## src/rtl/hrr_sched_pipe.sv

```systemverilog
// rtl/hrr_sched_pipe.sv - two-level hierarchical round-robin scheduler, registered, valid/ready grant
//
// GROUPS x GROUP_W requesters. A top round-robin picks among non-empty groups, an inner
// round-robin per group picks the requester. Requests are registered (stage 1), picked
// combinationally from the registered copy (stage 2), and the pick lands in the output
// register. Pointers move only when a grant is accepted.
//
// Optional feature macro: SCHED_STATS_EN (per-group saturating accepted-grant counters).
//
// Ports:
//   clk        clock, posedge
//   rst_n      asynchronous active-low reset
//   req        request vector, bit g*GROUP_W+i = requester i of group g
//   gnt_valid  grant present on gnt/gnt_idx
//   gnt_ready  consumer accepts the grant this cycle
//   gnt        one-hot grant, zero when gnt_valid=0
//   gnt_idx    {group, index} of the granted requester, zero when gnt_valid=0
//   stat_sel   group selector for counter readout      (SCHED_STATS_EN)
//   stat_cnt   accepted-grant count of group stat_sel  (SCHED_STATS_EN)

module hrr_sched_pipe #(
    parameter int GROUPS  = 8,
    parameter int GROUP_W = 8,
    parameter int G_LOG   = 3,
    parameter int W_LOG   = 3
`ifdef SCHED_STATS_EN
    ,
    parameter int CNT_W   = 16
`endif
) (
    input  logic                       clk,
    input  logic                       rst_n,
    input  logic [GROUPS*GROUP_W-1:0]  req,
    output logic                       gnt_valid,
    input  logic                       gnt_ready,
    output logic [GROUPS*GROUP_W-1:0]  gnt,
    output logic [G_LOG+W_LOG-1:0]     gnt_idx
`ifdef SCHED_STATS_EN
    ,
    input  logic [G_LOG-1:0]           stat_sel,
    output logic [CNT_W-1:0]           stat_cnt
`endif
);

    logic [GROUPS*GROUP_W-1:0] req_q;
    logic [G_LOG-1:0]          top_ptr;
    logic [G_LOG-1:0]          top_nxt;
    logic [W_LOG-1:0]          ptr     [GROUPS];
    logic [W_LOG-1:0]          ptr_nxt [GROUPS];

    logic                      advance;
    logic                      acc;
    logic [G_LOG-1:0]          acc_g;
    logic [W_LOG-1:0]          acc_i;
    logic [W_LOG-1:0]          acc_i_inc;
    logic                      acc_rest;

    logic [GROUPS-1:0]         grp_req;
    logic                      pick_any;
    logic [G_LOG-1:0]          top_pick;
    logic [G_LOG-1:0]          top_hi;
    logic                      top_hi_found;
    logic [GROUP_W-1:0]        pick_bits;
    logic [W_LOG-1:0]          pick_ptr;
    logic [W_LOG-1:0]          in_pick;
    logic [W_LOG-1:0]          in_hi;
    logic                      in_hi_found;
    logic [GROUPS*GROUP_W-1:0] gnt_d;
    logic [G_LOG+W_LOG-1:0]    idx_d;

    assign advance   = !gnt_valid || gnt_ready;
    assign acc       = gnt_valid && gnt_ready;
    assign acc_g     = gnt_idx[G_LOG+W_LOG-1 -: G_LOG];
    assign acc_i     = gnt_idx[W_LOG-1:0];
    assign acc_i_inc = (int'(acc_i) == GROUP_W-1) ? '0 : acc_i + W_LOG'(1);

    // Group occupancy, plus whether the accepted group still has requesters above the
    // granted index in this round (if not, the top pointer moves on).
    always_comb begin
        grp_req  = '0;
        acc_rest = 1'b0;
        for (int g = 0; g < GROUPS; g++) begin
            grp_req[g] = |req_q[g*GROUP_W +: GROUP_W];
            for (int i = 0; i < GROUP_W; i++) begin
                if (G_LOG'(g) == acc_g && i > int'(acc_i) && req_q[g*GROUP_W+i])
                    acc_rest = 1'b1;
            end
        end
    end

    // Pointer state after this cycle's accept. The pick below uses these values so that
    // back-to-back accepted grants never repeat a requester.
    always_comb begin
        top_nxt = top_ptr;
        if (acc) begin
            if (acc_rest)
                top_nxt = acc_g;
            else
                top_nxt = (int'(acc_g) == GROUPS-1) ? '0 : acc_g + G_LOG'(1);
        end
        for (int g = 0; g < GROUPS; g++)
            ptr_nxt[g] = (acc && G_LOG'(g) == acc_g) ? acc_i_inc : ptr[g];
    end

    // Top pick: lowest non-empty group at or above top_nxt, else lowest non-empty overall.
    // Scanning downward lets the last hit win, which is the lowest qualifying group.
    always_comb begin
        top_pick     = '0;
        top_hi       = '0;
        top_hi_found = 1'b0;
        for (int g = GROUPS-1; g >= 0; g--) begin
            if (grp_req[g]) begin
                top_pick = G_LOG'(g);
                if (g >= int'(top_nxt)) begin
                    top_hi       = G_LOG'(g);
                    top_hi_found = 1'b1;
                end
            end
        end
        if (top_hi_found)
            top_pick = top_hi;
    end

    always_comb begin
        pick_bits = '0;
        pick_ptr  = '0;
        for (int g = 0; g < GROUPS; g++) begin
            if (G_LOG'(g) == top_pick) begin
                pick_bits = req_q[g*GROUP_W +: GROUP_W];
                pick_ptr  = ptr_nxt[g];
            end
        end
    end

    // Inner pick, same circular scheme within the chosen group.
    always_comb begin
        in_pick     = '0;
        in_hi       = '0;
        in_hi_found = 1'b0;
        for (int i = GROUP_W-1; i >= 0; i--) begin
            if (pick_bits[i]) begin
                in_pick = W_LOG'(i);
                if (i >= int'(pick_ptr)) begin
                    in_hi       = W_LOG'(i);
                    in_hi_found = 1'b1;
                end
            end
        end
        if (in_hi_found)
            in_pick = in_hi;
    end

    assign pick_any = |grp_req;

    always_comb begin
        gnt_d = '0;
        idx_d = '0;
        if (pick_any) begin
            idx_d = {top_pick, in_pick};
            for (int g = 0; g < GROUPS; g++) begin
                for (int i = 0; i < GROUP_W; i++) begin
                    if (G_LOG'(g) == top_pick && W_LOG'(i) == in_pick)
                        gnt_d[g*GROUP_W+i] = 1'b1;
                end
            end
        end
    end

    always_ff @(posedge clk or negedge rst_n) begin
        if (!rst_n) begin
            req_q     <= '0;
            gnt_valid <= 1'b0;
            gnt       <= '0;
            gnt_idx   <= '0;
            top_ptr   <= '0;
            for (int g = 0; g < GROUPS; g++)
                ptr[g] <= '0;
        end else begin
            if (advance) begin
                req_q     <= req;
                gnt_valid <= pick_any;
                gnt       <= gnt_d;
                gnt_idx   <= idx_d;
            end
            top_ptr <= top_nxt;
            for (int g = 0; g < GROUPS; g++)
                ptr[g] <= ptr_nxt[g];
        end
    end

`ifdef SCHED_STATS_EN
    logic [CNT_W-1:0] cnt [GROUPS];

    always_ff @(posedge clk or negedge rst_n) begin
        if (!rst_n) begin
            for (int g = 0; g < GROUPS; g++)
                cnt[g] <= '0;
        end else if (acc) begin
            for (int g = 0; g < GROUPS; g++) begin
                if (G_LOG'(g) == acc_g && cnt[g] != '1)
                    cnt[g] <= cnt[g] + CNT_W'(1);
            end
        end
    end

    // Selector values beyond the last group match nothing and read zero.
    always_comb begin
        stat_cnt = '0;
        for (int g = 0; g < GROUPS; g++) begin
            if (G_LOG'(g) == stat_sel)
                stat_cnt = cnt[g];
        end
    end
`endif

endmodule
```

## config.mk

```make
export PLATFORM = sky130hd
export DESIGN_NAME = hrr_sched_pipe
export DESIGN_NICKNAME = d
export VERILOG_FILES = /design/src/rtl/hrr_sched_pipe.sv
export SDC_FILE = /design/constraint.sdc
export NUM_CORES = 1
export LEC_CHECK = 0
export CELL_PAD_IN_SITES_DETAIL_PLACEMENT = 1
export CELL_PAD_IN_SITES_GLOBAL_PLACEMENT = 2
export CORE_MARGIN = 10
export CORE_UTILIZATION = 37
export CTS_BUF_LIST = sky130_fd_sc_hd__clkbuf_2 sky130_fd_sc_hd__clkbuf_4 sky130_fd_sc_hd__clkbuf_8
export DETAILED_ROUTE_END_ITERATION = 6
export GPL_TIMING_DRIVEN = 0
export MAX_ROUTING_LAYER = met4
export PLACE_DENSITY = 0.95
export SETUP_SLACK_MARGIN = 0.15
export SLEW_MARGIN = 0
export SYNTH_ARGS = -nofsm -noshare
export SYNTH_HDL_FRONTEND = slang
export SYNTH_SLANG_ARGS = --single-unit
```

## constraint.sdc

```tcl
create_clock -name clk -period 10.6 [get_ports clk]
set_input_delay 2.12 -clock clk [delete_from_list [all_inputs] [get_ports clk]]
set_output_delay 2.12 -clock clk [all_outputs]
set_load 0.01 [all_outputs]
```

# Word-level counts from Yosys, hierarchy flattened
# Index checks and enable logic that the tools add are counted.
# W data, S select, Z words.
[word_totals] regBits=162 latchBits=0 ram_bits=0 rom_bits=0 in_bits=67 output_inout_bits=71 memories=0
[op_classes] add_sub_neg=2 mul=0 n_div=0 magnitude_cmp=21 eq_ne=23 n_shift=0 mux=226 bitwise_logic=0 n_reduce_logical=199
[op_table] op="$mux W3" n=66
[op_table] op="$logic_and A1 B1 Y1" n=185
[op_table] op="$mux W1" n=150
[op_table] op="$mux W64" n=1
[op_table] op="$mux W8" n=8
[op_table] op="$reduce_or A64 Y1" n=1
[op_table] op="$reduce_or A8 Y1" n=8
[op_table] op="$eq A3 B3 Y1 const A" n=12
[op_table] op="$eq A2 B3 Y1 const A" n=6
[op_table] op="$ge A3 B3 Y1 const A" n=6
[op_table] op="$ge A1 B3 Y1 const A" n=4
[op_table] op="$ge A2 B3 Y1 const A" n=4
[op_table] op="$gt A3 B3 Y1 const A" n=4
[op_table] op="$eq A1 B3 Y1 const A" n=3
[op_table] op="$logic_not A3 Y1" n=3
[op_table] op="$add A3 B1 Y3 const B" n=2
[op_table] op="$eq A3 B1 Y1 const B" n=2
[op_table] op="$gt A2 B3 Y1 const A" n=2
[op_table] op="$mux W6" n=1
[op_table] op="$gt A1 B3 Y1 const A" n=1
[op_table] op="$logic_not A1 Y1" n=1
[op_table] op="$logic_or A1 B1 Y1" n=1

# Longest topological paths before layout
# Gate-level depths: netlist of run 1.
[depth] word_depth=106 mapped_depth=26

# Worst setup path after synthesis of run 1
# Ideal clock, no wire load.
[synth_timing] kind="input to register" start="input port gnt_ready" end="register gnt[12]" setup_ns=0.066 arrival_time_ns=6.169 path_slack_ns=4.365 path_stages=18 n_path_buf=3 path_cell_list="and2_1 clkbuf_1 nand3_1 o31a_1 a211oi_4 nand3_1 a311o_1 o211a_1 buf_4 a221o_1 and3_1 or2_4 o21a_1 o31ai_4 or3b_1 buf_2 nor3b_4 a22o_1"
[synth_via] elab_chain_cells=47
[synth_lines] item="start, declared" line="35" source="input logic gnt_ready,"
[synth_lines] item="$logic_and A1 B1 Y1" line="72" source="assign acc = gnt_valid && gnt_ready;"
[synth_lines] item="$mux W3" line="95" source="if (acc) begin"
[synth_lines] item="$ge A3 B3 Y1" line="114" source="if (g >= int'(top_nxt)) begin"
[synth_lines] item="$mux W3 or $mux W1 (tied branches)" line="114"
[synth_lines] item="$mux W3 or $mux W1 (tied branches)" line="112" source="if (grp_req[g]) begin"
[synth_lines] item="$mux W3 or $mux W1 (tied branches)" line="114"
[synth_lines] item="$mux W3 or $mux W1 (tied branches)" line="112"
[synth_lines] item="$mux W3 or $mux W1 (tied branches)" line="114"
[synth_lines] item="[... 31 more ...]"
[synth_lines] item="$mux W3 or $mux W1 (tied branches)" line="141" source="if (pick_bits[i]) begin"
[synth_lines] item="$mux W3 or $mux W1 (tied branches)" line="143" source="if (i >= int'(pick_ptr)) begin"
[synth_lines] item="$mux W3 or $mux W1 (tied branches)" line="141"
[synth_lines] item="$mux W3" line="149" source="if (in_hi_found)"
[synth_lines] item="$eq A3 B3 Y1" line="162" source="if (G_LOG'(g) == top_pick && W_LOG'(i) == in_pick)"
[synth_lines] item="$logic_and A1 B1 Y1" line="162"
[synth_lines] item="$mux W1" line="162"
[synth_lines] item="$mux W64" line="158" source="if (pick_any) begin"
[synth_lines] item="end signal, assigned" line="182" source="gnt <= gnt_d;"
[synth_lines] item="end, declared" line="36" source="output logic [GROUPS*GROUP_W-1:0] gnt,"
# Parallel ways exist; a longest one is shown, timed or not.
# A chain may end at the register's enable or synchronous reset.

# Worst setup path in the final report of run 1
[layout_timing] start="register gnt_idx[5]" end="register gnt[22]"
[layout_via] elab_chain_cells=106
[layout_lines] item="start, declared" line="37" source="output logic [G_LOG+W_LOG-1:0] gnt_idx"
[layout_lines] item="start signal, assigned" line="183" source="gnt_idx <= idx_d;"
[layout_lines] item="$logic_not A3 Y1" line="85, 102"
[layout_lines] item="$logic_and A1 B1 Y1 (2 in series)" line="85" source="if (G_LOG'(g) == acc_g && i > int'(acc_i) && req_q[g*GROUP_W+i])"
[layout_lines] item="$mux W1 (56 in series)" line="85"
[layout_lines] item="$mux W3" line="96" source="if (acc_rest)"
[layout_lines] item="$mux W3" line="95"
[layout_lines] item="$ge A3 B3 Y1" line="114"
[layout_lines] item="$mux W3 or $mux W1 (tied branches)" line="114"
[layout_lines] item="$mux W3 or $mux W1 (tied branches)" line="112"
[layout_lines] item="[... 34 more ...]"
[layout_lines] item="$mux W3 or $mux W1 (tied branches)" line="141"
[layout_lines] item="$mux W3 or $mux W1 (tied branches)" line="143"
[layout_lines] item="$mux W3 or $mux W1 (tied branches)" line="141"
[layout_lines] item="$mux W3" line="149"
[layout_lines] item="$eq A3 B3 Y1" line="162"
[layout_lines] item="$logic_and A1 B1 Y1 (*)" line="162"
[layout_lines] item="$mux W1 (*)" line="162"
[layout_lines] item="$mux W64 (*)" line="158"
# Mark *: on every way between the ends. The rest lies on a longest branch, timed or not.

==> results of run 1 <==
## final cells by class
type,count,area (um2)
clock inverters,15,165
inverters,21,78.8
flip-flops and latches,162,4050
diodes,1,2.50
multi-input cells,747,4540
repair buffers,138,1400
plain buffers,56,273
clock buffers,17,234
well taps,319,399
fillers,2792,12500
## worst min path at each step
stage,start,endpoint,cells past startpoint
6_report,gnt[30]$_DFFE_PN0P_,gnt[30]$_DFFE_PN0P_,2
5_1_grt,gnt[48]$_DFFE_PN0P_,gnt[48]$_DFFE_PN0P_,1
4_1_cts,ptr[22]$_DFF_PN0_,ptr[22]$_DFF_PN0_,2
3_5_place_dp,gnt[34]$_DFFE_PN0P_,gnt[34]$_DFFE_PN0P_,2
3_3_place_gp,gnt[34]$_DFFE_PN0P_,gnt[34]$_DFFE_PN0P_,2
2_1_floorplan,req_q[24]$_DFFE_PN0P_,req_q[24]$_DFFE_PN0P_,2
## cell usage after synthesis (all sizes together), types with 7 or more instances
cell type / number
ha: 10
dfrtp: 162
mux2: 14
a211oi: 7
buf: 28
nor3: 10
o31ai: 11
or3: 12
clkbuf: 28
or2: 7
nand3: 22
a21oi: 30
and2: 10
inv: 21
nand2: 281
nor4: 13
o211ai: 16
o21ai: 63
a22oi: 9
nor2: 36
nor2b: 11
o21a: 7
a22o: 10
o32ai: 8
a21o: 9
and3: 7
o22ai: 14
a32o: 33
## state kept, by name, summed over array words and instances (netlist names)
register and cells:
gnt_idx 6, ptr 24, gnt 64, req_q 64, gnt_valid 1, top_ptr 3
## per-stage QoR
step	setup slack [ps]	std cells	hold WS (ps)
finish	2720	1476	494
global route	2390	1475	516
CTS	3010	1475	498
detailed placement	2630	1443	474
global placement	690	1442	461
floorplan	4360	986	446
## kinds of logic after synthesis
| kind of cell | share of synthesized area, % |
|---|---|
| flip-flops | 45.3 |
| AND/OR/NAND/NOR | 21.9 |
| buffers and inverters | 3.93 |
| AO/OA/AOI/OAI | 25.0 |
| multiplexers | 2.43 |
| adder cells (fa/ha/maj) | 1.40 |
## critical path: cells and delay by family (launching register included)
| family | cells | cell delay [ps] |
|---|---|---|
| AOI/OAI and AO/OA | 10 | 2210 |
| and+or+nand+nor | 8 | 3410 |
| DFF | 1 | 660 |
| buffers and inverters | 3 | 950 |
| adders and majority gates | 1 | 530 |
## metal layers
| metal | global-route usage, % | vias to the layer above |
|---|---|---|
| met5 | - | - |
| met3 | 5.13 | 56 |
| met1 | 31.8 | 4423 |
| met2 | 37.4 | 338 |
| li1 | - | 3917 |
| met4 | 7.91 | 0 |
==> results.txt, run 1 <==
status - finished with violations
failing checks - DRC
TritonCTS clock tree - yes
Worst-Margin Slew - 950 ps
Reg2Reg Setup Slack - 2720 ps
max cap viols - 0
DRC Markers - 1
biggest area consumer among synthesized cells - dfrtp_1
Hold/Removal Path Class - reg -> reg
CP Cell Sequence - inv_2, clkbuf_1, ha_1, a22o_1, a31oi_1, o2111ai_1, nor4_2, nand3_1, and4bb_2, a211oi_4, nor3_1, o21ai_1, nand2_1, clkbuf_1, o221ai_1, a2bb2oi_1, and2_1, a311oi_1, a21o_1, nor3_2, nand2_1, o21ai_0
final clock skew - 19.0 ps
Core Footprint - 23,600 um2
CP startpoint - gnt_idx[5]$_DFFE_PN0P_
Crit path largest cell delay - 680 ps
port buffer count - 137
Synth cell types - 95
highest routed layer - met4
routability cong. - 0.975
effective utilization at floorplan - 37.9%
Critical Path Sink - gnt[22]$_DFFE_PN0P_
fmax - 127 MHz
RSZ-0062 raised after global routing - false
Slew Viols, Final - 0
Reg2Reg Depth - 22
finished layout cell area - 11,100 um2
top post-synthesis cells by area - dfrtp_1 (45%), nand2_1 (12%), a32o_1 (3.7%)
worst-path cell with the longest stage delay - nor3_2
CP startpoint kind - register
most common cell after layout, fill and taps aside - nand2_1
# IOs - 138
Crit Path Max Fanout - 10
WL per Instance - 25.0 um
share of layout cells above drive strength 1 - 10.3%
Die ar. - 30,800 um2
Final HPWL DP - 28,100 um
metal2 WL - 17,000 um
first-pass GRT wire length - 56,200 um
die width - 175 um
total setup buffers inserted after CTS - 0
Seq/Total Area, Yosys - 45.3%
Slew headroom - 36.6%
routed wire length on met3 - 2680 um
reg-to-reg endpoint - gnt[22]$_DFFE_PN0P_
largest net degree at the start of global routing - 107
Pre-Repair DR Iteration Count - 7
CTS H-tree lvls - 4
Netlist Area Pre-Place - 8940 um2
grt ovf - 0
Die Y - 175 um
synth-to-layout area growth - 24.6%
CTS Hold Bufs - 0
post-detailed-route count of antenna-violating nets - 0
Setup crit end kind - register
post-CTS sizing - 0
initial antenna violation count - 0
period utilisation layout - 74.3%
min Tclk post-route - 7880 ps
Crit Path Category - reg -> reg
Net Count, Synth - 1,063
final core occ - 47.2%
Worst Path Required - 11,000 ps
vias in the first global route - 8,982
placed cell area - 10,700 um2
Row Count - 56
routed vias - 8,734
Setup TNS - 0 ps
Synth Flop Type - dfrtp_1
vias per inst - 5.92
All-Layer GR Usage - 24.5%
clk sinks - 162
final setup fails - 0
commonest non-fill, non-tap cells in the layout - nand2_1 (279), dfrtp_1 (162), clkdlybuf4s50_1 (136)
Num CTS Buffers - 17
Hold Vio Cnt, Final - 0
iteration-0 DRC count of the detailed router - 761
Syn Area/Cell - 9.07 um2
Synth Register Bits - 162
Layout Nets - 1,220
Worst Path Arrival - 8280 ps
top-area cell type share of the netlist area - 45.3%
FF-to-FF Start - gnt_idx[5]$_DFFE_PN0P_
clock tree buffer depth - 2
M1 wire length - 16,400 um
Root Driver - clkbuf_8
Clk pin slew, worst setup/hold paths - 110 ps
number of synthesized flops with an enable pin - 0
insertion delay to the later sink of the worst-skew pair - 490 ps
Synth Warn # - 0
Async S/R FF share, synth - 100%
WL final - 36,900 um
Post-Synthesis Cells - 986
Power of run 1 is not shown: default switching activity piles up to over one toggle a cycle in this logic, so the estimate is an artifact.
==> run 2: changes to the inputs <==
Settings changed: CORE_UTILIZATION 37 to 31, PLACE_DENSITY 0.95 to 0.87.
Clock period 10.6 ns to 7.2 ns, I/O delays scaled along.
==> run 2 against run 1 <==
Net effect: global-route usage is 3.5 points lower; critical path type unchanged; fmax is 16% higher; the run now ends clean; wire length is 0.98% higher; count of clock-buffer cells in the layout stayed put; sequential share of layout area is 1.2 points lower; critical path depth is 2 higher; sequential cell count stayed put; setup slack worse by 2300 ps; via count is 1.4% higher; register-to-register slack worse by 2300 ps; clock skew is 6.3 ps higher; die area is 17% higher.
==> results.txt, run 2 (same netlist as run 1, synthesis figures left out) <==
status - complete, no violations
max cap viols - 0
final setup fails - 0
Worst Path Required - 7610 ps
Crit Path Category - reg -> reg
WL final - 37,300 um
Worst Path Arrival - 7220 ps
Setup WS post-layout - 390 ps
cell mode on critical path - buf_2
worst-path cell with the longest stage delay - nor3_4
clk sinks - 162
routed vias - 8,858
Clk pin slew, worst setup/hold paths - 110 ps
CP delay by family, top - compound AO/OA/AOI/OAI gates
commonest non-fill, non-tap cells in the layout - nand2_1 (278), dfrtp_1 (159), clkdlybuf4s50_1 (136)
share of layout cells above drive strength 1 - 13.4%
FF-to-FF Start - gnt_idx[0]$_DFFE_PN0P_
Buf/Inv on CP - 6
effective utilization at floorplan - 31.2%
routability cong. - 0.996
Num CTS Buffers - 17
Crit Path Max Fanout - 10
DRC Markers - 0
CTS H-tree lvls - 4
Layout Nets - 1,236
min Tclk post-route - 6810 ps
Worst-Margin Slew - 866 ps
CP startpoint - gnt_idx[0]$_DFFE_PN0P_
initial antenna violation count - 0
Hold Vio Cnt, Final - 0
WL per Instance - 24.0 um
n_diodes - 0
hold_sp - gnt[26]$_DFFE_PN0P_
die width - 190 um
period utilisation layout - 94.6%
Setup crit end kind - register
Row Count - 62
grt ovf - 0
iteration-0 DRC count of the detailed router - 882
port buffer count - 137
post-detailed-route count of antenna-violating nets - 0
Root Driver - clkbuf_8
Die Y - 190 um
CP startpoint kind - register
Slew headroom - 41.7%
Final HPWL DP - 28,000 um
Slew Viols, Final - 0
RSZ-0062 raised after global routing - false
# IOs - 138
fmax - 147 MHz
Hold/Removal Path Class - reg -> reg
Die ar. - 36,000 um2
CP Cell Sequence - buf_2, inv_1, ha_1, inv_1, a21oi_1, a21oi_1, o21ai_0, a41oi_4, o31a_1, buf_2, a2111oi_4, or3_1, a21oi_2, nor3_4, a221oi_1, o22ai_2, nand3_2, o21a_1, o31ai_4, or3b_1, buf_2, nor3b_4, buf_12, a22o_1
Pre-Repair DR Iteration Count - 6
first-pass GRT wire length - 56,500 um
TritonCTS clock tree - yes
most common cell after layout, fill and taps aside - nand2_1
Crit path largest cell delay - 490 ps
dpl ws - -185 ps
largest net degree at the start of global routing - 110
top flop regs - gnt x64, req_q x64, ptr x24
Core Footprint - 28,600 um2
final clock skew - 25.2 ps
synth-to-layout area growth - 28.9%
Reg2Reg Setup Slack - 390 ps
vias in the first global route - 8,975
clock tree buffer depth - 2
vias per inst - 5.69
All-Layer GR Usage - 20.9%
insertion delay to the later sink of the worst-skew pair - 490 ps
==> run 2: what timing repair did <==
action                                  4_1_cts  5_1_grt
buffers inserted                              2       14
pin swaps                                     4       10
gates resized for setup                      10       27
cloned                                        0        0
hold buffers                                  0        0
endpoints found under the setup margin       58       65
==> run 2: metrics by stage <==
stage | hold slack [ps] | area (um2) | utilization (%) | TNS (ps) | std cells
2_1_floorplan | 446 | 8940 | - | 0 | 986
3_3_place_gp | 460 | 10800 | 37.7 | -347120 | 1507
3_5_place_dp | 469 | 10800 | 37.8 | -2560 | 1508
4_1_cts | 492 | 11300 | 39.5 | 0 | 1542
5_1_grt | 517 | 11500 | 40.3 | 0 | 1556
6_report | 488 | 11500 | 40.3 | 0 | 1556
==> run 2: final timing paths <==
check / to / cells past startpoint
worst max-delay path: gnt[20]$_DFFE_PN0P_ / 24
worst min-delay path: gnt[26]$_DFFE_PN0P_ / 2
worst max register to register: gnt[20]$_DFFE_PN0P_ / 24
worst min register to register: gnt[26]$_DFFE_PN0P_ / 2
max in group asynchronous: gnt_idx[1]$_DFFE_PN0P_ / 2
min in group asynchronous: req_q[20]$_DFFE_PN0P_ / 1
==> run 2: cell type report <==
class / instances / area, um2
plain buffers: 56 / 284
clock buffers: 17 / 234
clock inverters: 15 / 174
fillers: 3305 / 17100
inverters: 21 / 78.8
multi-input cells: 747 / 4690
flip-flops and latches: 162 / 4060
well taps: 384 / 480
repair buffers: 154 / 1540
==> run 2: layer usage <==
layer | GRT usage (%) | wire length, um | vias up
met4 | 5.46 | 771 | 0
met5 | - | 0 | -
met3 | 3.53 | 2550 | 59
li1 | - | - | 3961
met2 | 32.7 | 17500 | 361
met1 | 27.6 | 16400 | 4477
==> run 2: worst register-to-register path: cells and delay by family, from the launching register on <==
family,cells,cell delay (ps)
compound gates,12,3220
fa+ha+maj,1,290
buf+inv,6,1180
flops,1,450
simple gates,5,1580
Power of run 2 is left out for the same reason.
==> run 3: changes to the inputs <==
Settings changed: TNS_END_PERCENT set to 20.
==> run 3 against run 2 <==
Net effect: final area shrank 0.25%; cell count fell by 0.19%; fmax up 0.17%; worst hold slack hardly changed; critical path depth up 1; wire length about the same; utilization decreased by 0.10 points; clock skew shrank 1.9 ps; largest cell class unchanged.
==> results.txt, run 3 (same netlist as run 1, synthesis figures left out) <==
Hold/Removal Path Class - reg -> reg
iteration-0 DRC count of the detailed router - 901
CP startpoint - gnt_idx[0]$_DFFE_PN0P_
insertion delay to the later sink of the worst-skew pair - 490 ps
cell mode on critical path - buf_2
min Tclk post-route - 6800 ps
n_diodes - 0
largest net degree at the start of global routing - 110
final setup fails - 0
effective utilization at floorplan - 31.2%
most common cell after layout, fill and taps aside - nand2_1
Pre-Repair DR Iteration Count - 5
share of layout cells above drive strength 1 - 13.2%
final clock skew - 23.3 ps
# IOs - 138
Hold Vio Cnt, Final - 0
status - complete, no violations
vias in the first global route - 8,975
Setup WS post-layout - 401 ps
dpl ws - -185 ps
first-pass GRT wire length - 56,500 um
initial antenna violation count - 0
DRC Markers - 0
WL final - 37,300 um
Row Count - 62
fmax - 147 MHz
grt ovf - 0
Die Y - 190 um
Slew headroom - 41.5%
commonest non-fill, non-tap cells in the layout - nand2_1 (278), dfrtp_1 (159), clkdlybuf4s50_1 (136)
period utilisation layout - 94.4%
FF-to-FF Start - gnt_idx[0]$_DFFE_PN0P_
top flop regs - gnt x64, req_q x64, ptr x24
Core Footprint - 28,600 um2
CP startpoint kind - register
clk sinks - 162
Root Driver - clkbuf_8
Crit Path Max Fanout - 10
Crit path largest cell delay - 460 ps
Slew Viols, Final - 0
CTS H-tree lvls - 4
Num CTS Buffers - 17
clock tree buffer depth - 2
routed vias - 8,788
vias per inst - 5.66
Crit Path Category - reg -> reg
Layout Nets - 1,233
die width - 190 um
Clk pin slew, worst setup/hold paths - 110 ps
Worst Path Arrival - 7210 ps
max cap viols - 0
routability cong. - 0.996
CTS Hold Bufs - 0
Setup crit end kind - register
port buffer count - 137
Die ar. - 36,000 um2
RSZ-0062 raised after global routing - true
Worst-Margin Slew - 878 ps
All-Layer GR Usage - 20.9%
Fillers - 3,306
TritonCTS clock tree - yes
Final HPWL DP - 28,000 um
WL per Instance - 24.0 um
worst-path cell with the longest stage delay - dfrtp_1
multi-input logic area - 4680 um2
Worst Path Required - 7610 ps
post-detailed-route count of antenna-violating nets - 0
synth-to-layout area growth - 28.6%
hold_sp - gnt[26]$_DFFE_PN0P_
Sequential Area - 4060 um2
[run 3: changes by cell type in the layout (fill, tap and decap cells not counted)]
cell and change:
nor3_2 +1, nor3_4 -1, buf_4 -3
[run 3: path summary, 6_finish.rpt]
kind	endpoint	depth (start not counted)	slack, ps
max	gnt[20]$_DFFE_PN0P_	25	400
min	gnt[26]$_DFFE_PN0P_	2	490
max reg2reg	gnt[20]$_DFFE_PN0P_	25	400
min reg2reg	gnt[26]$_DFFE_PN0P_	2	490
max in group asynchronous	gnt_idx[1]$_DFFE_PN0P_	2	5390
min in group asynchronous	req_q[20]$_DFFE_PN0P_	1	860
[run 3: area by class of cell]
class,count,area share [%]
flip-flops and latches,162,35.3
clock buffers,17,2.03
clock inverters,15,1.51
repair buffers,151,13.2
multi-input cells,747,40.7
plain buffers,56,2.47
well taps,384,4.18
inverters,21,0.685
[run 3: what timing repair did]
action / CTS / global route
setup buffers: 2 / 11
pin swaps: 4 / 8
resized for setup: 9 / 28
endpoints found under the setup margin: 58 / 65
[run 3: metrics by stage]
step | std cells | hold WS, ps | instance area, um2 | utilization [%] | setup TNS, ps
2_1_floorplan | 986 | 446 | 8940 | - | 0
3_3_place_gp | 1507 | 460 | 10800 | 37.7 | -347120
3_5_place_dp | 1508 | 469 | 10800 | 37.8 | -2560
4_1_cts | 1542 | 492 | 11300 | 39.5 | 0
5_1_grt | 1553 | 517 | 11500 | 40.2 | 0
6_report | 1553 | 488 | 11500 | 40.2 | 0
[run 3: critical path, delay by kind of cell (launching register included)]
| family | cells | cell delay [ps] |
|---|---|---|
| and+or+nand+nor | 5 | 1480 |
| adders and majority gates | 1 | 290 |
| DFF | 1 | 460 |
| AOI/OAI and AO/OA | 12 | 3000 |
| buffers and inverters | 7 | 1480 |
[run 3: layer usage]
metal	wire [um]	part of all wire [%]	track usage, %
met5	0	0	-
met4	821	2.2	5.46
met3	2410	6.5	3.53
met2	17400	47	32.7
met1	16600	45	27.6
Power of run 3 is left out for the same reason.
